[src/rtl/pingpong_frame_ctrl.sv]
// -----------------------------------------------------------------------------
// pingpong_frame_ctrl
//
// Two-bank ping-pong frame store controller placed in front of the bilateral
// filter. The incoming raster pixel stream is registered and turned into
// write strobes and row/column addresses for the bank currently being filled.
// Each completed bank is handed to a read sequencer. The sequencer scans every
// pixel address of that bank in raster order for the window-generating memory.
// It then waits a fixed drain time before releasing the bank. When no bank is
// free at a frame boundary, whole frames are discarded and counted.
//
// Parameters
//   ROW_W   row address width   (frame height = 2**ROW_W)
//   COL_W   column address width (frame width = 2**COL_W)
//   PIX_W   pixel width
//   RD_LAT  cycles from the last read address until the last window leaves
//           the frame memory (drain time before the bank is released)
//
// Ports
//   sys_clk        clock
//   sys_rst        synchronous reset, active-high
//   in_data        incoming pixel
//   in_valid       pixel qualifier, raster order, no back-pressure
//   wr_en          write strobe to the selected bank (one cycle after in_valid)
//   wr_bank        bank being written
//   wr_row/wr_col  write address
//   wr_data        write pixel
//   rd_ready       downstream can accept a read address this cycle
//   rd_addr_valid  read address issued this cycle
//   rd_bank        bank being read (stable for the whole scan and drain)
//   rd_row/rd_col  read address
//   rd_busy        read sequencer is scanning or draining
//   rd_frame_done  one-cycle pulse when the read bank is released
//   drop_pulse     one-cycle pulse at the end of each discarded frame
//   frames_dropped saturating count of discarded frames
// -----------------------------------------------------------------------------
module pingpong_frame_ctrl #(
   parameter int ROW_W  = 7,
   parameter int COL_W  = 7,
   parameter int PIX_W  = 10,
   parameter int RD_LAT = 4
) (
   input  logic             sys_clk,
   input  logic             sys_rst,
   input  logic [PIX_W-1:0] in_data,
   input  logic             in_valid,
   output logic             wr_en,
   output logic             wr_bank,
   output logic [ROW_W-1:0] wr_row,
   output logic [COL_W-1:0] wr_col,
   output logic [PIX_W-1:0] wr_data,
   input  logic             rd_ready,
   output logic             rd_addr_valid,
   output logic             rd_bank,
   output logic [ROW_W-1:0] rd_row,
   output logic [COL_W-1:0] rd_col,
   output logic             rd_busy,
   output logic             rd_frame_done,
   output logic             drop_pulse,
   output logic [15:0]      frames_dropped
);

   localparam int ADDR_W = ROW_W + COL_W;
   localparam int LAT_W  = (RD_LAT > 1) ? $clog2(RD_LAT) : 1;

   typedef enum logic [1:0] {
      RD_IDLE  = 2'd0,
      RD_SCAN  = 2'd1,
      RD_DRAIN = 2'd2
   } rd_state_t;

   // ---------------------------------------------------------------------------
   // State
   // ---------------------------------------------------------------------------
   // Write side
   logic [ADDR_W-1:0] wr_cnt_reg;
   logic              cur_bank_reg;      // bank owned by the frame being received
   logic              cur_bank_next;
   logic              drop_reg;
   logic              drop_next;
   logic [1:0]        full_reg;
   logic [1:0]        full_next;

   // Registered write port
   logic              wr_en_reg;
   logic              wr_bank_reg;
   logic [ROW_W-1:0]  wr_row_reg;
   logic [COL_W-1:0]  wr_col_reg;
   logic [PIX_W-1:0]  wr_data_reg;

   // Drop reporting
   logic              drop_pulse_reg;
   logic              drop_pulse_next;
   logic [15:0]       frames_dropped_reg;
   logic [15:0]       frames_dropped_next;

   // Read sequencer
   rd_state_t         rd_state_reg;
   rd_state_t         rd_state_next;
   logic              rd_bank_reg;
   logic [ADDR_W-1:0] rd_addr_reg;
   logic [LAT_W-1:0]  drain_cnt_reg;
   logic              drain_last;

   // ---------------------------------------------------------------------------
   // Bank ownership
   // ---------------------------------------------------------------------------
   // A bank is free when it holds no unread frame and the sequencer is not
   // using it. A release happening this cycle already counts as free, so a
   // frame end that coincides with a release never causes a drop.
   logic [1:0] rel_mask;
   logic [1:0] reading_mask;
   logic [1:0] free_mask;
   logic       free_any;
   logic       free_sel;

   genvar gi;
   generate
      for (gi = 0; gi < 2; gi++) begin : g_bank
         assign rel_mask[gi]     = rd_frame_done && (rd_bank_reg == 1'(gi));
         assign reading_mask[gi] = rd_busy && !rd_frame_done && (rd_bank_reg == 1'(gi));
         assign free_mask[gi]    = !(full_reg[gi] && !rel_mask[gi]) && !reading_mask[gi];
      end
   endgenerate

   assign free_any = |free_mask;
   // In drop mode both banks are occupied, and at most one is released per
   // cycle, so at most one bank can be free here.
   assign free_sel = !free_mask[0];

   // ---------------------------------------------------------------------------
   // Frame tracking and drop decisions
   // ---------------------------------------------------------------------------
   logic cnt_last;
   logic cnt_first;
   logic drop_exit_idle;
   logic drop_eff;
   logic bank_eff;
   logic other_bank;
   logic wr_frame_end;
   logic drop_frame_end;

   assign cnt_last  = &wr_cnt_reg;
   assign cnt_first = (wr_cnt_reg == '0);

   // Between frames (counter at zero), a drop mode that finds a free bank is
   // left immediately. A first pixel that arrives in that same cycle is
   // therefore already written into the freed bank.
   assign drop_exit_idle = drop_reg && cnt_first && free_any;
   assign drop_eff       = drop_reg && !drop_exit_idle;
   assign bank_eff       = drop_exit_idle ? free_sel : cur_bank_reg;
   assign other_bank     = ~bank_eff;

   assign wr_frame_end   = in_valid && cnt_last && !drop_eff;
   assign drop_frame_end = in_valid && cnt_last && drop_eff;

   always_comb begin
      cur_bank_next       = bank_eff;
      drop_next           = drop_eff;
      full_next           = full_reg & ~rel_mask;
      drop_pulse_next     = 1'b0;
      frames_dropped_next = frames_dropped_reg;

      if (wr_frame_end) begin
         full_next[bank_eff] = 1'b1;
         if (free_mask[other_bank]) begin
            cur_bank_next = other_bank;
         end else begin
            drop_next = 1'b1;
         end
      end

      if (drop_frame_end) begin
         drop_pulse_next = 1'b1;
         if (frames_dropped_reg != 16'hFFFF) begin
            frames_dropped_next = frames_dropped_reg + 16'd1;
         end
         if (free_any) begin
            drop_next     = 1'b0;
            cur_bank_next = free_sel;
         end
      end
   end

   always_ff @(posedge sys_clk) begin
      if (sys_rst) begin
         wr_cnt_reg         <= '0;
         cur_bank_reg       <= 1'b0;
         drop_reg           <= 1'b0;
         full_reg           <= 2'b00;
         drop_pulse_reg     <= 1'b0;
         frames_dropped_reg <= 16'd0;
      end else begin
         // The counter keeps running in drop mode so frame alignment is kept.
         if (in_valid) begin
            wr_cnt_reg <= wr_cnt_reg + ADDR_W'(1);
         end
         cur_bank_reg       <= cur_bank_next;
         drop_reg           <= drop_next;
         full_reg           <= full_next;
         drop_pulse_reg     <= drop_pulse_next;
         frames_dropped_reg <= frames_dropped_next;
      end
   end

   // ---------------------------------------------------------------------------
   // Registered write port (latency 1 from in_valid)
   // ---------------------------------------------------------------------------
   // The bank is captured together with the address. The bank register itself
   // already points at the next frame's bank when the last pixel is written.
   always_ff @(posedge sys_clk) begin
      if (sys_rst) begin
         wr_en_reg   <= 1'b0;
         wr_bank_reg <= 1'b0;
         wr_row_reg  <= '0;
         wr_col_reg  <= '0;
         wr_data_reg <= '0;
      end else begin
         wr_en_reg <= in_valid && !drop_eff;
         if (in_valid) begin
            wr_bank_reg <= bank_eff;
            wr_row_reg  <= wr_cnt_reg[ADDR_W-1:COL_W];
            wr_col_reg  <= wr_cnt_reg[COL_W-1:0];
            wr_data_reg <= in_data;
         end
      end
   end

   assign wr_en          = wr_en_reg;
   assign wr_bank        = wr_bank_reg;
   assign wr_row         = wr_row_reg;
   assign wr_col         = wr_col_reg;
   assign wr_data        = wr_data_reg;
   assign drop_pulse     = drop_pulse_reg;
   assign frames_dropped = frames_dropped_reg;

   // ---------------------------------------------------------------------------
   // Read sequencer FSM
   // ---------------------------------------------------------------------------
   assign drain_last = (drain_cnt_reg == LAT_W'(RD_LAT - 1));

   // State register
   always_ff @(posedge sys_clk) begin
      if (sys_rst) begin
         rd_state_reg <= RD_IDLE;
      end else begin
         rd_state_reg <= rd_state_next;
      end
   end

   // Next-state logic. In IDLE, no bank is being read, so any full bank is a
   // candidate, and only one bank can be full in that state.
   always_comb begin
      rd_state_next = rd_state_reg;
      case (rd_state_reg)
         RD_IDLE: begin
            if (|full_reg) begin
               rd_state_next = RD_SCAN;
            end
         end
         RD_SCAN: begin
            if (rd_ready && (&rd_addr_reg)) begin
               rd_state_next = RD_DRAIN;
            end
         end
         RD_DRAIN: begin
            if (drain_last) begin
               rd_state_next = RD_IDLE;
            end
         end
         default: rd_state_next = RD_IDLE;
      endcase
   end

   // Output logic
   always_comb begin
      rd_addr_valid = 1'b0;
      rd_busy       = 1'b0;
      rd_frame_done = 1'b0;
      case (rd_state_reg)
         RD_SCAN: begin
            rd_addr_valid = rd_ready;
            rd_busy       = 1'b1;
         end
         RD_DRAIN: begin
            rd_busy       = 1'b1;
            rd_frame_done = drain_last;
         end
         default: begin
            rd_addr_valid = 1'b0;
         end
      endcase
   end

   // Sequencer datapath: bank latch, scan address and drain counter
   always_ff @(posedge sys_clk) begin
      if (sys_rst) begin
         rd_bank_reg   <= 1'b0;
         rd_addr_reg   <= '0;
         drain_cnt_reg <= '0;
      end else begin
         case (rd_state_reg)
            RD_IDLE: begin
               rd_addr_reg   <= '0;
               drain_cnt_reg <= '0;
               if (|full_reg) begin
                  rd_bank_reg <= full_reg[1];
               end
            end
            RD_SCAN: begin
               // Address holds while the consumer stalls
               if (rd_ready) begin
                  rd_addr_reg <= rd_addr_reg + ADDR_W'(1);
               end
            end
            RD_DRAIN: begin
               drain_cnt_reg <= drain_cnt_reg + LAT_W'(1);
            end
            default: begin
               drain_cnt_reg <= '0;
            end
         endcase
      end
   end

   assign rd_bank = rd_bank_reg;
   assign rd_row  = rd_addr_reg[ADDR_W-1:COL_W];
   assign rd_col  = rd_addr_reg[COL_W-1:0];

endmodule
[config.mk]
export PLATFORM = sky130hd
export DESIGN_NAME = pingpong_frame_ctrl
export DESIGN_NICKNAME = d
export VERILOG_FILES = /design/src/rtl/pingpong_frame_ctrl.sv
export SDC_FILE = /design/constraint.sdc
export NUM_CORES = 1
export LEC_CHECK = 0
export ABC_AREA = 1
export CORE_UTILIZATION = 40
export CTS_CLUSTER_SIZE = 40
export DETAILED_ROUTE_END_ITERATION = 8
export PLACE_DENSITY_LB_ADDON = 0.25
export SETUP_SLACK_MARGIN = 0.4
export SLEW_MARGIN = 0
export SYNTH_ARGS = -nofsm -noshare
export SYNTH_HDL_FRONTEND = slang
export SYNTH_SLANG_ARGS = --single-unit
[constraint.sdc]
create_clock -name sys_clk -period 2.4 [get_ports sys_clk]
set_input_delay 0.24 -clock sys_clk [delete_from_list [all_inputs] [get_ports sys_clk]]
set_output_delay 0.24 -clock sys_clk [all_outputs]
set_load 0.02 [all_outputs]
# Word-level counts from Yosys, hierarchy flattened
# Cells that the tools add are included.
[word_totals]
ff_bits = 80
input_bits = 14
[classes]
n_addsub = 4
n_lt_le_gt_ge = 3
eq_ne = 8
mux = 25
bitwise_logic = 5
n_reduce_logical = 40
[ops]
columns = ["cell", "n"]
rows = [
  ["$add A14 B1 Y14 const B", 2],
  ["$pmux W14 S2", 1],
  ["$reduce_and A14 Y1", 2],
  ["$logic_and A1 B1 Y1", 18],
  ["$add A16 B1 Y16 const B", 1],
  ["$mux W1", 16],
  ["$ne A16 B16 Y1 const B", 1],
  ["$logic_not A14 Y1", 1],
  ["$mux W14", 1],
  ["$logic_not A1 Y1", 10],
  ["$mux W2", 4],
  ["$ne A2 B2 Y1 const B", 4],
  ["$pmux W2 S3", 1],
  ["$reduce_and A2 Y1", 3],
  ["$reduce_or A2 Y1", 3],
  ["$eq A2 B2 Y1 const B", 2],
  ["$lt A1 B2 Y1 const B", 2],
  ["$pmux W2 S2", 1],
  ["$reduce_and A3 Y1", 1],
  ["$add A2 B1 Y2 const B", 1],
  ["$and A2 B2 Y2", 1],
  ["$eq A2 B1 Y1 const B", 1],
  ["$logic_not A2 Y1", 1],
  ["$not A1 Y1", 2],
  ["other kinds (5)", 5],
]

# Longest topological paths before layout
[depth]
depth_word = 17
depth_mapped = 14

# Least setup slack after synthesis
# OpenSTA, ideal clock, no wires.
[synth_path]
kind = "reg-to-reg"
from = "reg rd_state_reg[0]"
to = "reg frames_dropped_reg[6] (netlist: frames_dropped[6])"
t_arrival_ps = 1754
required_time_ps = 2258
path_slack_ps = 505
stages_incl_launch_ff = 13
n_path_buf = 1
period_less_slack_ps = 1895
cell_sequence = "dfxtp_1 inv_1 ha_1 nand3_1 nand2_1 nand2_2 nand2_2 nand2_2 nor2_2 nand2_4 buf_4 nand2_1 a21oi_2"
[synth_between]
elab_chain_len = 13
elab_cells_between_ends = 27
cone_classes = "2 x eq/ne; 2 x mux; 23 x reduce/logical"
[synth_rtl]
columns = ["item", "line", "rtl"]
rows = [
  ["from (decl)", "98", "rd_state_t rd_state_reg;"],
  ["from (signal assigned)", "247", "rd_state_reg <= rd_state_next;"],
  ["$eq A2 B1 Y1 / $eq A2 B2 Y1 (equally long branches)", "280", "case (rd_state_reg)"],
  ["$reduce_or A2 Y1 (no line) *", "--", ""],
  ["$mux W1 *", "280", ""],
  ["named net rd_busy", "57", "output logic rd_busy,"],
  ["$logic_and A1 B1 Y1 *", "121", "assign reading_mask[gi] = rd_busy && !rd_frame_done && (rd_bank_reg == 1'(gi));"],
  ["$logic_and A1 B1 Y1", "121", ""],
  ["$logic_not A1 Y1", "122", "assign free_mask[gi] = !(full_reg[gi] && !rel_mask[gi]) && !reading_mask[gi];"],
  ["$logic_and A1 B1 Y1", "122", ""],
  ["$reduce_or A2 Y1 *", "126", "assign free_any = |free_mask;"],
  ["$logic_and A1 B1 Y1 *", "149", "assign drop_exit_idle = drop_reg && cnt_first && free_any;"],
  ["$logic_not A1 Y1 *", "150", "assign drop_eff = drop_reg && !drop_exit_idle;"],
  ["$logic_and A1 B1 Y1 *", "150", ""],
  ["$logic_and A1 B1 Y1 *", "155", "assign drop_frame_end = in_valid && cnt_last && drop_eff;"],
  ["$reduce_and A2 Y1 (no line) *", "--", ""],
  ["to (signal assigned)", "202", "frames_dropped_reg <= frames_dropped_next;"],
  ["to (decl)", "94", "logic [15:0] frames_dropped_reg;"],
]
# The timed path passes the listed nets; every way through them passes the cells marked *.
# A chain may end at the register's enable or synchronous reset.

# Final worst setup path
[layout_path]
from = "reg rd_state_reg[1]"
to = "out rd_addr_valid"
[layout_between]
elab_chain_len = 2
[layout_rtl]
columns = ["item", "line", "rtl"]
rows = [
  ["$eq A2 B1 Y1", "280", ""],
  ["$mux W1", "280", ""],
  ["to (decl)", "53", "output logic rd_addr_valid,"],
]
# No other way between the ends.

==> results_dict.tcl <==
set metrics [dict create \
    fp.dieH_um 98.7 \
    start_util_pct 42.0 \
    drv_slew 0 \
    yosys.area.top_type "dfxtp_1" \
    crit_path_cell_trace "inv_2, ha_1, nand2_1, inv_2, dlygate4sd2_1" \
    wl_per_cell_um 12.7 \
    leakage_nw 1.75 \
    largest_reg_flops 16 \
    worst_ep_arrival_time_ns 1.62 \
    hpwl_mm 6.11 \
    hp-class "reg2reg" \
    fin_nets 612 \
    synth_nets 532 \
    clock_latency_ns 0.34 \
    fin_worst_skew_ns 0.00590 \
    first_global_vias 3329 \
    die_x_um 98.7 \
    synth_most_common_cell "nand2_1" \
    multi_input_area_sq_mm 0.00198 \
    grt_overflow_total 0 \
    setup_viol 0 \
    seq_area_frac_synth_pct 42.9 \
    dr.pass1.iters 4 \
    synth_area_per_cell_sq_um 7.34 \
    postCtsHoldBufs 0 \
    pwr-share-seq_pct 49.6 \
    cp_max_fo 8 \
    antenna_cells 0 \
    regArea_sq_mm 0.00160 \
    via_per_inst 5.04 \
    syn_area_sq_mm 0.00374 \
    gp_congestion 0.841 \
    slew_headroom_pct 71.8 \
    max_stage_delay_ns 0.35 \
    max_freq_mhz 537 \
    reg2reg_depth 12 \
    cts.path.max_buffers 2 \
    status "finished clean" \
    critical_path_buf_inv_count 3 \
    yosys_warnings 0 \
    layout-drive-gt1-share_pct 11.3 \
    grt_max_degree 42 \
    cp_slowest_cell "dlygate4sd2_1" \
    dp_cells 682 \
    synth-async-reset-ratio_pct 0 \
    cts.reportedPaths.clkPinSlew_ns 0.08 \
    cts_num_sinks 80 \
    root_buffer "clkbuf_8" \
    synth_edf_count 0 \
    cpLargestDelayFamily "buffers and inverters" \
    postSynthCellCount 509 \
    critPathCaptureType "output port" \
    vdd_ir_drop_max_v 0.000303 \
    instances_no_fill 700 \
    pwr-share-clk_pct 33.0 \
    path_class "reg2out" \
    fp.dieArea_sq_mm 0.00973 \
    ys_ff_latch 80 \
    vias 3530 \
    ys_types 33 \
    worst-slew-pin-transition_ns 0.421 \
    synth_flop_cell "dfxtp_1" \
    rsz0062_at_grt "false" \
    finalHoldViolations 0 \
    synth_common_cells "106 x nand2_1, 80 x dfxtp_1, 68 x nor2_1" \
    swShare_pct 28.7 \
    htree_levels 3 \
    p_int_mw 2.02 \
    ant_nets 0 \
    final.min_clock_period_ns 1.86 \
    num_io_pins 75 \
    portBuffers 74 \
    yosys-top-cells-area "dfxtp_1 43%, nand2_1 11%, nor2_1 6.8%" \
    powerDensity_mw_per_mm2 583 \
    fin_util_pct 54.8 \
    fin_tns_setup_ns 0 \
    worstPathRequired_ns 2.16 \
    drt-total-wl_mm 8.88 \
    path_depth 5 \
    crit_top_cell "inv_2" \
    cp-start-kind "flip-flop" \
    drv_cap 0 \
    route.detailed.drc 0 \
    cts_tree "built" \
    min_path_cells 2 \
    synth_top_area_share_pct 42.9 \
    area_growth_pct 30.3 \
    switching_power_mw 0.813 \
    pwr-share-comb_pct 17.4 \
    numCtsBuffers 9 \
    hold_ws_ns 0.472 \
    core_area_sq_mm 0.00889 \
    core.rowCount 34 \
    fillers 853 \
    grt_antenna_before_repair 0 \
    grt_usage_pct 18.8 \
    grt_first_pass_wirelength_mm 14.9 \
    first_iter_violations 189 \
    post-route-period-util_pct 77.6 \
]
[timing repair]
action,CTS,global route
pin swaps,1,5
hold endpoints to repair,0,0
resized for setup,7,17
gates cloned,2,1
endpoints found under the setup margin,18,21
setup buffers,0,1
[kinds of logic (layout without fill, tap and decap cells)]
kind of cell | count (synthesis) | after routing | share of synthesized area (%)
flip-flops | 80 | 80 | 42.9
adder cells (fa/ha/maj) | 9 | 9 | 3.01
AO/OA/AOI/OAI | 97 | 97 | 14.8
buffers and inverters | 60 | 141 | 6.70
XOR/XNOR | 16 | 16 | 3.75
AND/OR/NAND/NOR | 247 | 249 | 28.9
[per-stage QoR]
step	setup slack, ns	instance area (sq um)	power (mW)
global placement	0.441	4580	1.89
floorplan	0.505	3740	1.72
CTS	0.414	4780	2.83
detailed placement	0.300	4580	1.90
global route	0.407	4870	2.97
finish	0.537	4870	2.84
[per-layer routing]
metal  vias up  track usage [%]  share of wire, %
met1      1625             24.2                49
met3         8             4.96               4.5
met2        68             31.2                46
li1       1829                -                 -
met4         0             5.28              0.88
met5         -                0                 0
[power groups by stage]
stage | logic, mW | registers (mW) | clock network (mW)
global route | 0.541 | 1.41 | 1.02
finish | 0.492 | 1.41 | 0.936
CTS | 0.463 | 1.40 | 0.965
floorplan | 0.262 | 1.46 | 0
global placement | 0.460 | 1.43 | 0
detailed placement | 0.468 | 1.43 | 0
[worst register-to-register path, cell delays in order, from the launching register on]
cell,delay [ns]
dfxtp_2,0.36
inv_2,0.07
ha_4,0.28
nand3_1,0.10
nand2_2,0.12
nand2_2,0.09
nand2_4,0.10
nand2_4,0.08
nor2_4,0.21
nand2_8,0.12
inv_8,0.10
nand2_2,0.06
a21oi_2,0.12
[final timing paths]
kind | startpoint | end | slack [ns]
worst max register to register | rd_state_reg[0] | frames_dropped[15] | 0.54
worst min-delay path | wr_col[6] | wr_col[6] | 0.47
worst max-delay path | rd_state_reg[1] | rd_addr_valid | 0.54
worst min register to register | wr_col[6] | wr_col[6] | 0.47
[area by class of cell]
type	count	share of cell area, %
inverters	45	3.62
multi-input cells	371	40.6
well taps	108	2.78
repair buffers	81	16.2
repair inverters	1	0.231
clock inverters	4	0.977
flip-flops and latches	80	32.9
clock buffers	10	2.62
[layout by cell type (no fill, tap or decap), types with 2 or more instances in the layout]
cell type and count:
clkdlybuf4s50_1 71, o21ai_0 32, dfxtp_2 2, nand2_4 3
nor3b_1 2, nor3_1 14, nor4_1 2, a21oi_1 43
o31ai_1 2, inv_8 2, nand3_1 27, ha_1 7
dfxtp_1 78, nor2_1 68, nor2_2 2, nand2_1 104
a211oi_1 6, nand2_2 15, nand4_1 4, nor2_4 4
buf_4 7, inv_1 39, a21oi_2 10, ha_4 2
xor2_1 11, inv_2 4, clkinv_2 2, dlygate4sd2_1 3
xnor2_1 5, clkbuf_8 9
Power figures use the tool's default switching activity.
